**src/rtl/bv_encoder_pkg.sv**
```systemverilog
// Shared types and helpers for the pipelined binary-search priority encoder.
// Stage records are sized for the widest supported vector; narrower builds use the low bits.
package bv_encoder_pkg;

  function automatic int clog2(input int value);
    int r;
    r = 0;
    for (int v = value - 1; v > 0; v = v >> 1) r++;
    return r;
  endfunction

  localparam int BV_WIDTH_MAX    = 64;
  localparam int COUNT_WIDTH_MAX = clog2(BV_WIDTH_MAX);

  // Width of the window a stage forwards after halving.
  function automatic int stage_window(input int width_bv, input int stage);
    return width_bv >> (stage + 1);
  endfunction

  typedef struct packed {
    logic                       valid;
    logic [BV_WIDTH_MAX-1:0]    window;
    logic [COUNT_WIDTH_MAX-1:0] idx;
    logic                       hit;
    logic                       last;
  } stage_rec_t;

  typedef enum logic {
    FE_IDLE = 1'b0,
    FE_ITER = 1'b1
  } fe_state_t;

endpackage

```
**src/rtl/bv_priority_encoder_pipe_if.sv**
```systemverilog
// Valid/ready bus of the priority encoder: match vector in, winning index out.
interface bv_priority_encoder_pipe_if #(
  parameter int WIDTH_BV    = 64,
  parameter int WIDTH_COUNT = 6
);
  logic                   bv_in_valid;
  logic                   bv_in_ready;
  logic [WIDTH_BV-1:0]    bv_in;
  logic                   countid_valid;
  logic                   countid_ready;
  logic [WIDTH_COUNT-1:0] countid;
  logic                   countid_hit;
  logic                   countid_last;

  modport slave (
    input  bv_in_valid, bv_in, countid_ready,
    output bv_in_ready, countid_valid, countid, countid_hit, countid_last
  );

  modport master (
    output bv_in_valid, bv_in, countid_ready,
    input  bv_in_ready, countid_valid, countid, countid_hit, countid_last
  );
endinterface

```
**src/rtl/bv_search_stage.sv**
```systemverilog
// One elastic halving stage: picks the priority half of the window and sets one index bit.
module bv_search_stage
  import bv_encoder_pkg::*;
#(
  parameter int WIDTH_BV     = 64,
  parameter int WIDTH_COUNT  = 6,
  parameter int STAGE        = 0,
  parameter int PRIORITY_LSB = 1
) (
  input  logic       clk,
  input  logic       reset,
  input  stage_rec_t in_rec,
  output logic       in_ready,
  output stage_rec_t out_rec,
  input  logic       out_ready
);

  localparam int W_OUT   = stage_window(WIDTH_BV, STAGE);
  localparam int IDX_BIT = WIDTH_COUNT - 1 - STAGE;

  stage_rec_t       rec_q;
  stage_rec_t       rec_d;
  logic [W_OUT-1:0] lower;
  logic [W_OUT-1:0] upper;
  logic             sel_upper;
  logic             unused_win;

  assign lower      = in_rec.window[W_OUT-1:0];
  assign upper      = in_rec.window[2*W_OUT-1:W_OUT];
  assign unused_win = ^in_rec.window;

  // An all-zero window keeps the lower half so an empty vector resolves to index 0.
  always_comb begin
    if (PRIORITY_LSB != 0) sel_upper = (lower == '0) && (upper != '0);
    else                   sel_upper = (upper != '0);
    rec_d                  = in_rec;
    rec_d.window           = '0;
    rec_d.window[W_OUT-1:0] = sel_upper ? upper : lower;
    rec_d.idx[IDX_BIT]     = sel_upper;
  end

  assign in_ready = !rec_q.valid || out_ready;
  assign out_rec  = rec_q;

  always_ff @(posedge clk) begin
    if (!reset) begin
      rec_q <= '0;
    end else if (in_ready) begin
      if (in_rec.valid) rec_q       <= rec_d;
      else              rec_q.valid <= 1'b0;
    end
  end

endmodule

```
**src/rtl/bv_priority_encoder_pipe.sv**
```systemverilog
// Pipelined priority encoder top; define BV_MULTI_MATCH_EN to emit every set bit of each vector.
//   state   | meaning
//   FE_IDLE | waiting for a vector, bv_in_ready high
//   FE_ITER | issuing residual vector, clearing one winner bit per issue
module bv_priority_encoder_pipe
  import bv_encoder_pkg::*;
#(
  parameter int WIDTH_BV     = 64,
  parameter int WIDTH_COUNT  = 6,
  parameter int PRIORITY_LSB = 1
) (
  input logic                        clk,
  input logic                        reset,
  bv_priority_encoder_pipe_if.slave  bus
);

  stage_rec_t pipe_rec   [WIDTH_COUNT+1];
  logic       pipe_ready [WIDTH_COUNT+1];
  stage_rec_t front_rec;
  logic       unused_tail;

`ifdef BV_MULTI_MATCH_EN
  localparam logic [WIDTH_BV-1:0] ONE = {{(WIDTH_BV-1){1'b0}}, 1'b1};

  fe_state_t           state_q, state_d;
  logic [WIDTH_BV-1:0] resid_q, resid_d, resid_clr, rev, rev_clr;

  always_ff @(posedge clk) begin
    if (!reset) begin
      state_q <= FE_IDLE;
      resid_q <= '0;
    end else begin
      state_q <= state_d;
      resid_q <= resid_d;
    end
  end

  // MSB priority clears the highest set bit by clearing the lowest bit of the reversed vector.
  always_comb begin
    rev       = '0;
    rev_clr   = '0;
    resid_clr = '0;
    for (int i = 0; i < WIDTH_BV; i++) rev[i] = resid_q[WIDTH_BV-1-i];
    rev_clr = rev & (rev - ONE);
    if (PRIORITY_LSB != 0) resid_clr = resid_q & (resid_q - ONE);
    else for (int i = 0; i < WIDTH_BV; i++) resid_clr[i] = rev_clr[WIDTH_BV-1-i];
  end

  always_comb begin
    state_d         = state_q;
    resid_d         = resid_q;
    front_rec       = '0;
    bus.bv_in_ready = 1'b0;
    case (state_q)
      FE_IDLE: begin
        bus.bv_in_ready = 1'b1;
        if (bus.bv_in_valid) begin
          resid_d = bus.bv_in;
          state_d = FE_ITER;
        end
      end
      FE_ITER: begin
        front_rec.valid                  = 1'b1;
        front_rec.window[WIDTH_BV-1:0]   = resid_q;
        front_rec.hit                    = |resid_q;
        front_rec.last                   = (resid_clr == '0);
        if (pipe_ready[0]) begin
          resid_d = resid_clr;
          if (resid_clr == '0) state_d = FE_IDLE;
        end
      end
      default: state_d = FE_IDLE;
    endcase
  end
`else
  always_comb begin
    front_rec                      = '0;
    front_rec.valid                = bus.bv_in_valid;
    front_rec.window[WIDTH_BV-1:0] = bus.bv_in;
    front_rec.hit                  = |bus.bv_in;
    front_rec.last                 = 1'b1;
  end

  assign bus.bv_in_ready = pipe_ready[0];
`endif

  assign pipe_rec[0]             = front_rec;
  assign pipe_ready[WIDTH_COUNT] = bus.countid_ready;

  for (genvar s = 0; s < WIDTH_COUNT; s++) begin : g_stage
    bv_search_stage #(
      .WIDTH_BV     (WIDTH_BV),
      .WIDTH_COUNT  (WIDTH_COUNT),
      .STAGE        (s),
      .PRIORITY_LSB (PRIORITY_LSB)
    ) u_stage (
      .clk       (clk),
      .reset     (reset),
      .in_rec    (pipe_rec[s]),
      .in_ready  (pipe_ready[s]),
      .out_rec   (pipe_rec[s+1]),
      .out_ready (pipe_ready[s+1])
    );
  end

  // The last stage register doubles as the output register.
  assign bus.countid_valid = pipe_rec[WIDTH_COUNT].valid;
  assign bus.countid       = pipe_rec[WIDTH_COUNT].idx[WIDTH_COUNT-1:0];
  assign bus.countid_hit   = pipe_rec[WIDTH_COUNT].hit;
  assign bus.countid_last  = pipe_rec[WIDTH_COUNT].last;
  assign unused_tail       = ^pipe_rec[WIDTH_COUNT];

endmodule

```
**src/flat_wrapper.sv**
```systemverilog
// flat-port wrapper written by rule: the top's interface ports become plain ports
module bv_priority_encoder_pipe_flat import bv_encoder_pkg::*;
#(
  parameter int WIDTH_BV     = 64,
  parameter int WIDTH_COUNT  = 6,
  parameter int PRIORITY_LSB = 1
)
  (clk, reset, bus_bv_in_valid, bus_bv_in, bus_countid_ready, bus_bv_in_ready, bus_countid_valid, bus_countid, bus_countid_hit, bus_countid_last);
  bv_priority_encoder_pipe_if #(.WIDTH_BV(WIDTH_BV), .WIDTH_COUNT(WIDTH_COUNT)) bus_i ();
  input logic clk;
  input logic reset;
  input wire logic [$bits(bus_i.bv_in_valid)-1:0] bus_bv_in_valid;
  input wire logic [$bits(bus_i.bv_in)-1:0] bus_bv_in;
  input wire logic [$bits(bus_i.countid_ready)-1:0] bus_countid_ready;
  output wire logic [$bits(bus_i.bv_in_ready)-1:0] bus_bv_in_ready;
  output wire logic [$bits(bus_i.countid_valid)-1:0] bus_countid_valid;
  output wire logic [$bits(bus_i.countid)-1:0] bus_countid;
  output wire logic [$bits(bus_i.countid_hit)-1:0] bus_countid_hit;
  output wire logic [$bits(bus_i.countid_last)-1:0] bus_countid_last;
  assign bus_i.bv_in_valid = bus_bv_in_valid;
  assign bus_i.bv_in = bus_bv_in;
  assign bus_i.countid_ready = bus_countid_ready;
  assign bus_bv_in_ready = bus_i.bv_in_ready;
  assign bus_countid_valid = bus_i.countid_valid;
  assign bus_countid = bus_i.countid;
  assign bus_countid_hit = bus_i.countid_hit;
  assign bus_countid_last = bus_i.countid_last;
  bv_priority_encoder_pipe #(.WIDTH_BV(WIDTH_BV), .WIDTH_COUNT(WIDTH_COUNT), .PRIORITY_LSB(PRIORITY_LSB)) u_core (.clk(clk), .reset(reset), .bus(bus_i));
endmodule
```
**config.mk**
```make
export PLATFORM = sky130hd
export DESIGN_NAME = bv_priority_encoder_pipe_flat
export DESIGN_NICKNAME = d
export VERILOG_FILES = /design/src/rtl/bv_encoder_pkg.sv /design/src/rtl/bv_priority_encoder_pipe_if.sv /design/src/rtl/bv_search_stage.sv /design/src/rtl/bv_priority_encoder_pipe.sv /design/src/flat_wrapper.sv
export SDC_FILE = /design/constraint.sdc
export NUM_CORES = 1
export LEC_CHECK = 0
export BUFFER_PORTS_ARGS = -buffer_cell sky130_fd_sc_hd__buf_4
export CORE_ASPECT_RATIO = 0.7
export CORE_UTILIZATION = 55
export DETAILED_ROUTE_END_ITERATION = 10
export PLACE_DENSITY = 0.74
export SYNTH_ARGS = -nofsm -noshare
export SYNTH_HDL_FRONTEND = slang
export SYNTH_HIERARCHICAL = 1
export SYNTH_SLANG_ARGS = --single-unit
export TNS_END_PERCENT = 100
```
**constraint.sdc**
```tcl
create_clock -name clk -period 3.2 [get_ports clk]
set_clock_uncertainty 0.15 [all_clocks]
set_input_delay 0.48 -clock clk [delete_from_list [all_inputs] [get_ports clk]]
set_output_delay 0.48 -clock clk [all_outputs]
set_load 0.01 [all_outputs]
```
==> results.json, run 1 <==
{
  "grt_pass1_vias": 3965,
  "status": "complete, no violations",
  "clkTransAtPathRegs_ns": 0.07,
  "critPathRequiredTime_ns": 3.33,
  "numPortBuffers": 77,
  "final_util": 0.669,
  "initial_core_util": 0.566,
  "dieArea_um2": 9070,
  "first_iter_violations": 433,
  "syn_area_um2": 4780,
  "io_pins": 78,
  "vias": 4271,
  "antenna_found_initial": 0,
  "dieHeight_um": 80.0,
  "ant_nets": 0,
  "ys_warn_count": 6,
  "path_max_fanout": 18,
  "critPathMaxStageDelay_ns": 0.74,
  "die-width_um": 113,
  "crit_family": "simple AND/OR/NAND/NOR gates",
  "grt_max_degree": 57,
  "worstSetupStartpointType": "flop",
  "crit_slowest_cell": "nor4_4",
  "core_um2": 8440,
  "clkPwrFrac": 0.395,
  "relSlewSlack": 0.372,
  "switchingPower_uw": 682,
  "drc": 0,
  "cts_hold_buf": 0,
  "p_seq_frac": 0.495,
  "rsz0062_at_grt": "false",
  "final_common_cell": "dfxtp_1",
  "worst_ep_arrival_time_ns": 3.00,
  "grt_pass1_wl_um": 20900,
  "cts_sinks": 101,
  "dr.pass1.iters": 5,
  "nets": 623,
  "insertion_delay_ns": 0.34,
  "setup_tns_ns": 0,
  "post_cts_buffers": 0,
  "drive_gt1_frac": 0.248,
  "cp_cell_sequence": "nor2b_4 > inv_2 > nor2b_4 > inv_1 > nand2b_4 > nand2b_1 > nand2b_4 > nand3_1 > nor4_4 > buf_4 > a22o_1",
  "cts_tree": "built",
  "diodes": 0,
  "syn_area_per_cell_um2": 9.68,
  "end_kind": "flop",
  "crit_buf_inv": 3,
  "ir_worst_vdd_mv": 0.288,
  "cts_root_buf": "clkbuf_16",
  "track_usage": 0.299,
  "swShare": 0.249,
  "rows": 28,
  "max-cap-violations": 0,
  "htreeDepth": 3,
  "place_congestion": 0.933,
  "worst_slew_pin_slew_ns": 0.941,
  "synth_nets": 562,
  "area_growth_pct": 18.1,
  "drv_slew": 0,
  "internal_power_uw": 2060,
  "final_cell_mix": "101 x dfxtp_1, 86 x buf_4, 40 x a22o_1, 36 x o21ai_0, 35 x nor4_1",
  "cts_inserted_buffers": 9,
  "critical_path_class": "reg2reg",
  "via_per_inst": 6.28,
  "drt-total-wl_um": 12900,
  "period_share": 0.895,
  "fillers": 693,
  "hold_viol": 0,
  "largest_reg_flops": 101,
  "syn_inst": 494,
  "wire_per_inst_um": 19.0,
  "hp-class": "in2reg",
  "setup_viol": 0,
  "leakagePower_uw": 0.00216,
  "cts_resized": 0,
  "timing.final.crit_period_ns": 2.86,
  "power_frac_comb": 0.110,
  "dp_hpwl_um": 9810,
  "cts_buffer_depth": 2,
  "grt_remaining_overflow": 0,
  "cellPowerDensity_nw_per_um2": 485,
  "max_freq_mhz": 349
}
-- cell type report --
type / instances / area, um^2 / area share
clock buffers: 9 / 225 / 0.0399
repair buffers: 87 / 666 / 0.118
multi-input cells: 344 / 2460 / 0.436
clock inverters: 7 / 75.1 / 0.0133
well taps: 120 / 150 / 0.0266
flip-flops and latches: 101 / 2020 / 0.358
inverters: 12 / 45.0 / 0.00798
-- routing by layer --
metal | wire length [um] | vias to the layer above | GRT usage
met3 | 1350 | 13 | 0.103
li1 | - | 1994 | -
met2 | 5370 | 169 | 0.434
met1 | 6100 | 2095 | 0.429
met5 | 0 | - | 0
met4 | 81 | 0 | 0.0513
-- per-stage QoR --
step / cells / cell area, um^2 / hold WS [ns] / setup WS, ns / power, uW
6_report: 680 / 5650 / 0.227 / 0.336 / 2740
5_1_grt: 680 / 5650 / 0.219 / 0.210 / 2840
4_1_cts: 680 / 5650 / 0.214 / 0.367 / 2750
3_5_place_dp: 664 / 5350 / 0.299 / 0.150 / 1680
3_3_place_gp: 664 / 5350 / 0.295 / 0.242 / 1670
2_1_floorplan: 494 / 4790 / 0.285 / 0.00619 / 1540
-- power groups by stage --
stage | clock [uW] | sequential, uW | combinational [uW]
2_1_floorplan | 0 | 1360 | 176
3_3_place_gp | 0 | 1380 | 288
3_5_place_dp | 0 | 1380 | 296
4_1_cts | 1100 | 1350 | 298
5_1_grt | 1160 | 1360 | 325
6_report | 1080 | 1360 | 301
-- final timing paths --
check	start	to	slack [ns]	cells past startpoint
worst min-delay path	bus_bv_in[37]	u_core/g_stage[0].u_stage/out_rec[13]	0.23	2
worst max-delay path	u_core/g_stage[4].u_stage/out_rec[72]	u_core/g_stage[0].u_stage/out_rec[15]	0.34	11
worst min register to register	u_core/g_stage[0].u_stage/out_rec[0]	u_core/g_stage[0].u_stage/out_rec[0]	0.31	2
worst max register to register	u_core/g_stage[4].u_stage/out_rec[72]	u_core/g_stage[0].u_stage/out_rec[15]	0.34	11
(Power assumes the default switching activity.)
==> run 2, diff against run 1 <==
--- a/config.mk
+++ b/config.mk
@@ -10,5 +10,5 @@
 export CORE_UTILIZATION = 55
 export DETAILED_ROUTE_END_ITERATION = 10
-export PLACE_DENSITY = 0.74
+export PLACE_DENSITY = 0.9
 export SYNTH_ARGS = -nofsm -noshare
 export SYNTH_HDL_FRONTEND = slang
==> constraint.sdc (replaced) <==
create_clock -name clk -period 3.2 [get_ports clk]
set_clock_uncertainty 0.15 [all_clocks]
set_input_delay 0.64 -clock clk [delete_from_list [all_inputs] [get_ports clk]]
set_output_delay 0.64 -clock clk [all_outputs]
set_load 0.01 [all_outputs]
==> run 2 against run 1 <==
The flow now finishes with violations (DRC). Utilization grew 0.30 points. Hold slack gained 0.086 ns. Via count grew 2.6%. Register-to-register slack gained 0.12 ns. Maximum frequency is essentially flat. Non-clock buffer count shrank 3. Largest cell class unchanged. Highest routed layer unchanged.
==> results.json, run 2 (same netlist as run 1, synthesis figures left out) <==
{
  "io_pins": 78,
  "cts_buffer_depth": 2,
  "grt_pass1_vias": 4094,
  "max-cap-violations": 0,
  "end_kind": "output pin",
  "cts_hold_buf": 0,
  "setup_viol": 0,
  "drt-total-wl_um": 13200,
  "post_cts_buffers": 0,
  "layout_setup_ws_ns": 0.334,
  "drc": 2,
  "hp-class": "reg2reg",
  "critPathRequiredTime_ns": 2.41,
  "vias": 4383,
  "cts_inserted_buffers": 9,
  "dr.pass1.iters": 8,
  "insertion_delay_ns": 0.35,
  "first_iter_violations": 539,
  "grt_pass1_wl_um": 21100,
  "antenna_found_initial": 0,
  "drive_gt1_frac": 0.248,
  "cts_resized": 0,
  "place_congestion": 0.937,
  "grt_max_degree": 60,
  "max_freq_mhz": 349,
  "rows": 28,
  "rsz0062_at_grt": "false",
  "core_um2": 8440,
  "hold_viol": 0,
  "diodes": 0,
  "status": "finished, violations left",
  "period_share": 0.896,
  "timing.final.crit_period_ns": 2.87,
  "dieArea_um2": 9070,
  "cellPowerDensity_nw_per_um2": 516,
  "htreeDepth": 3,
  "drv_slew": 0,
  "wire_per_inst_um": 19.5,
  "final_cell_mix": "101 x dfxtp_1, 84 x buf_4, 40 x a22o_1, 36 x o21ai_0, 35 x nor4_1",
  "path_max_fanout": 12,
  "fillers": 614,
  "die-width_um": 113,
  "numPortBuffers": 77,
  "leakagePower_uw": 0.00219,
  "dp_hpwl_um": 9340,
  "nets": 620,
  "ir_worst_vdd_mv": 0.290,
  "cts_root_buf": "clkbuf_16",
  "ant_nets": 0,
  "worstSetupStartpointType": "input port",
  "clkTransAtPathRegs_ns": 0.07,
  "area_growth_pct": 18.6,
  "relSlewSlack": 0.383,
  "grt_remaining_overflow": 0,
  "cts_sinks": 101,
  "worst_ep_arrival_time_ns": 2.08,
  "post-place-ws_ns": 0.157,
  "violations": "DRC",
  "dieHeight_um": 80.0,
  "largest_reg_flops": 101,
  "cts_tree": "built",
  "seq_area_um2": 2020,
  "initial_core_util": 0.566,
  "critical_path_class": "in2out",
  "worst_slew_pin_slew_ns": 0.925,
  "setup_tns_ns": 0,
  "multi_input_area_um2": 2470,
  "track_usage": 0.308,
  "final_common_cell": "dfxtp_1",
  "via_per_inst": 6.47
}
[run 2: worst paths after layout]
check / slack, ns / endpoint / cells past startpoint / start
max reg2reg: 0.46 / u_core/g_stage[0].u_stage/out_rec[22] / 10 / u_core/g_stage[4].u_stage/out_rec[72]
max: 0.33 / bus_bv_in_ready / 10 / bus_countid_ready
min reg2reg: 0.31 / u_core/g_stage[5].u_stage/out_rec[6] / 2 / u_core/g_stage[5].u_stage/out_rec[6]
min: 0.31 / u_core/g_stage[5].u_stage/out_rec[6] / 2 / u_core/g_stage[5].u_stage/out_rec[6]
[run 2: final cells by class]
| type | instances | area share |
|---|---|---|
| well taps | 120 | 0.0265 |
| multi-input cells | 344 | 0.436 |
| clock buffers | 11 | 0.0428 |
| flip-flops and latches | 101 | 0.357 |
| repair buffers | 84 | 0.111 |
| inverters | 12 | 0.00794 |
| clock inverters | 5 | 0.0190 |
[run 2: stage by stage]
stage / power (uW) / area, um^2 / util / hold slack, ns / cells
floorplan: 1540 / 4810 / - / 0.285 / 494
global placement: 1660 / 5320 / 0.630 / 0.298 / 661
detailed placement: 1670 / 5320 / 0.630 / 0.299 / 661
CTS: 2910 / 5670 / 0.672 / 0.310 / 677
global route: 3010 / 5670 / 0.672 / 0.330 / 677
finish: 2920 / 5670 / 0.672 / 0.313 / 677
[run 2: metal layers]
metal,track usage,part of all wire,up-vias
li1,-,-,1989
met1,0.385,0.41,2076
met2,0.464,0.44,269
met3,0.134,0.13,49
met4,0.117,0.027,0
met5,0.0364,0,-
[run 2: worst max-delay path, cell delays in order]
cell and delay, ns:
buf_4 0.10, nand2b_4 0.18, nor2b_4 0.20, inv_2 0.07, nor2b_4 0.12, inv_2 0.11, nand2b_4 0.17, nand2b_4 0.16
nand2b_4 0.16, buf_4 0.15
[run 2: power by group]
group / internal, uW / switching (uW) / leakage (uW)
registers: 1300 / 57.5 / 0.000824
logic: 145 / 157 / 0.00119
clock network: 788 / 473 / 0.000170
==> run 3, diff against run 2 <==
Settings changed: BUFFER_PORTS_ARGS -buffer_cell sky130_fd_sc_hd__buf_4 to -buffer_cell sky130_fd_sc_hd__buf_2, CORE_ASPECT_RATIO 0.7 to 1.75, SETUP_SLACK_MARGIN set to 0.5.
==> run 3 against run 2 <==
The flow now finishes without violations. Hold slack got worse by 0.0041 ns. Sequential power about the same. Utilization decreased by 0.38 points. Clock power barely moved. Combinational power decreased by 7.3%. Setup slack better by 0.22 ns. Flip-flop and latch count is the same. Critical path type unchanged. Largest cell class unchanged. Highest routed layer unchanged.
==> results.json, run 3 (same netlist as run 1, synthesis figures left out) <==
{
  "rsz0062_at_grt": "false",
  "rows": 44,
  "post-place-ws_ns": 0.0997,
  "dr.pass1.iters": 5,
  "htreeDepth": 3,
  "dieArea_um2": 9080,
  "dp_hpwl_um": 9520,
  "cts_inserted_buffers": 9,
  "drt-total-wl_um": 12900,
  "timing.final.crit_period_ns": 2.65,
  "dp.cells": 655,
  "antenna_found_initial": 0,
  "worstSetupStartpointType": "input port",
  "final_util": 0.668,
  "diodes": 0,
  "drc": 0,
  "critPathMaxStageDelay_ns": 0.16,
  "area_growth_pct": 16.9,
  "place_congestion": 0.864,
  "dieHeight_um": 125,
  "ant_nets": 0,
  "max-cap-violations": 0,
  "power_uw": 2900,
  "insertion_delay_ns": 0.34,
  "track_usage": 0.294,
  "seq_area_um2": 2020,
  "setup_viol": 0,
  "cts_buffer_depth": 2,
  "path_max_fanout": 5,
  "cts_hold_buf": 0,
  "grt_remaining_overflow": 0,
  "hp-class": "reg2reg",
  "drv_slew": 0,
  "core_um2": 8370,
  "crit_top_cell": "nand2b_4",
  "fillers": 650,
  "final_cell_mix": "99 x dfxtp_1, 75 x buf_2, 40 x a22o_1, 35 x nor4_1, 33 x nand2_1",
  "cts_root_buf": "clkbuf_16",
  "max_freq_mhz": 378,
  "io_pins": 78,
  "relSlewSlack": 0.500,
  "grt_pass1_vias": 4234,
  "cellPowerDensity_nw_per_um2": 518,
  "setup_tns_ns": 0,
  "final_common_cell": "dfxtp_1",
  "numPortBuffers": 77,
  "grt_pass1_wl_um": 20500,
  "hold_viol": 0,
  "vias": 4308,
  "critical_path_class": "in2out",
  "ir_worst_vdd_mv": 0.309,
  "first_iter_violations": 248,
  "status": "complete, no violations",
  "nets": 630,
  "wire_per_inst_um": 19.0,
  "stdcell_count": 681,
  "cts_tree": "built",
  "clkTransAtPathRegs_ns": 0.06,
  "die-width_um": 72.5,
  "multi_input_area_um2": 2500,
  "period_share": 0.827,
  "leakagePower_uw": 0.00220,
  "layout_setup_ws_ns": 0.555,
  "end_kind": "output pin",
  "critPathRequiredTime_ns": 2.41,
  "initial_core_util": 0.571,
  "grt_max_degree": 70,
  "worst_ep_arrival_time_ns": 1.86,
  "via_per_inst": 6.33,
  "worst_slew_pin_slew_ns": 0.750,
  "largest_reg_flops": 101,
  "cts_sinks": 101,
  "crit_slowest_cell": "nand2b_4",
  "drive_gt1_frac": 0.277,
  "cp_cell_sequence": "buf_6 > nand2b_4 > nor2b_4 > inv_2 > nor2b_4 > inv_4 > nand2b_4 > nand2b_4 > nand2b_4 > buf_6"
}
-- run 3: changes by cell type in the layout (fill, tap and decap cells not counted), moves of 3 or more --
cell	change
mux2_1	-3
mux2_4	+3
o21ai_2	+4
buf_4	-67
o21ai_1	+5
buf_2	+75
o21ai_0	-9
-- run 3: layout make-up --
type / count / area share
inverter: 12 / 0.00851
clock inverter: 4 / 0.0170
multi-input combinational: 344 / 0.447
tap: 115 / 0.0258
timing repair buffer: 94 / 0.0940
clock buffer: 11 / 0.0452
sequential: 101 / 0.362
-- run 3: timing repair --
action,in CTS,in global routing
setup buffers,4,7
setup endpoints to repair,20,20
gates resized for setup,1,3
pin swaps,0,1
-- run 3: worst paths after layout --
kind                                              start                                    end  slack [ns]  depth (start not counted)
setup / recovery                      bus_countid_ready                        bus_bv_in_ready        0.55                         10
hold reg to reg    u_core/g_stage[0].u_stage/out_rec[1]   u_core/g_stage[0].u_stage/out_rec[1]        0.31                          2
hold / removal     u_core/g_stage[0].u_stage/out_rec[1]   u_core/g_stage[0].u_stage/out_rec[1]        0.31                          2
setup reg to reg  u_core/g_stage[4].u_stage/out_rec[72]  u_core/g_stage[0].u_stage/out_rec[36]        0.73                         10
-- run 3: metal layers --
layer	track usage	vias up	share of wire	wire [um]
met3	0.0500	57	0.045	583
met4	0.216	0	0.071	920
met2	0.542	207	0.55	7120
met5	0	-	0	0
met1	0.279	2037	0.33	4320
li1	-	2007	-	-
-- run 3: critical path: cells and delay by family --
| family | cells | cell delay (ns) |
|---|---|---|
| buffers and inverters | 4 | 0.32 |
| AND/OR/NAND/NOR | 6 | 0.89 |
-- run 3: power breakdown --
part	leakage, uW	switching [uW]	internal [uW]
logic	0.00120	155	126
clock network	0.000172	456	801
registers	0.000825	55.4	1300
-- run 3: metrics by stage --
stage	area, um^2	hold WS (ns)
after floorplan	4850	0.285
after global placement	5140	0.290
after detailed placement	5140	0.303
after CTS	5520	0.311
after global routing	5590	0.333
final	5590	0.309
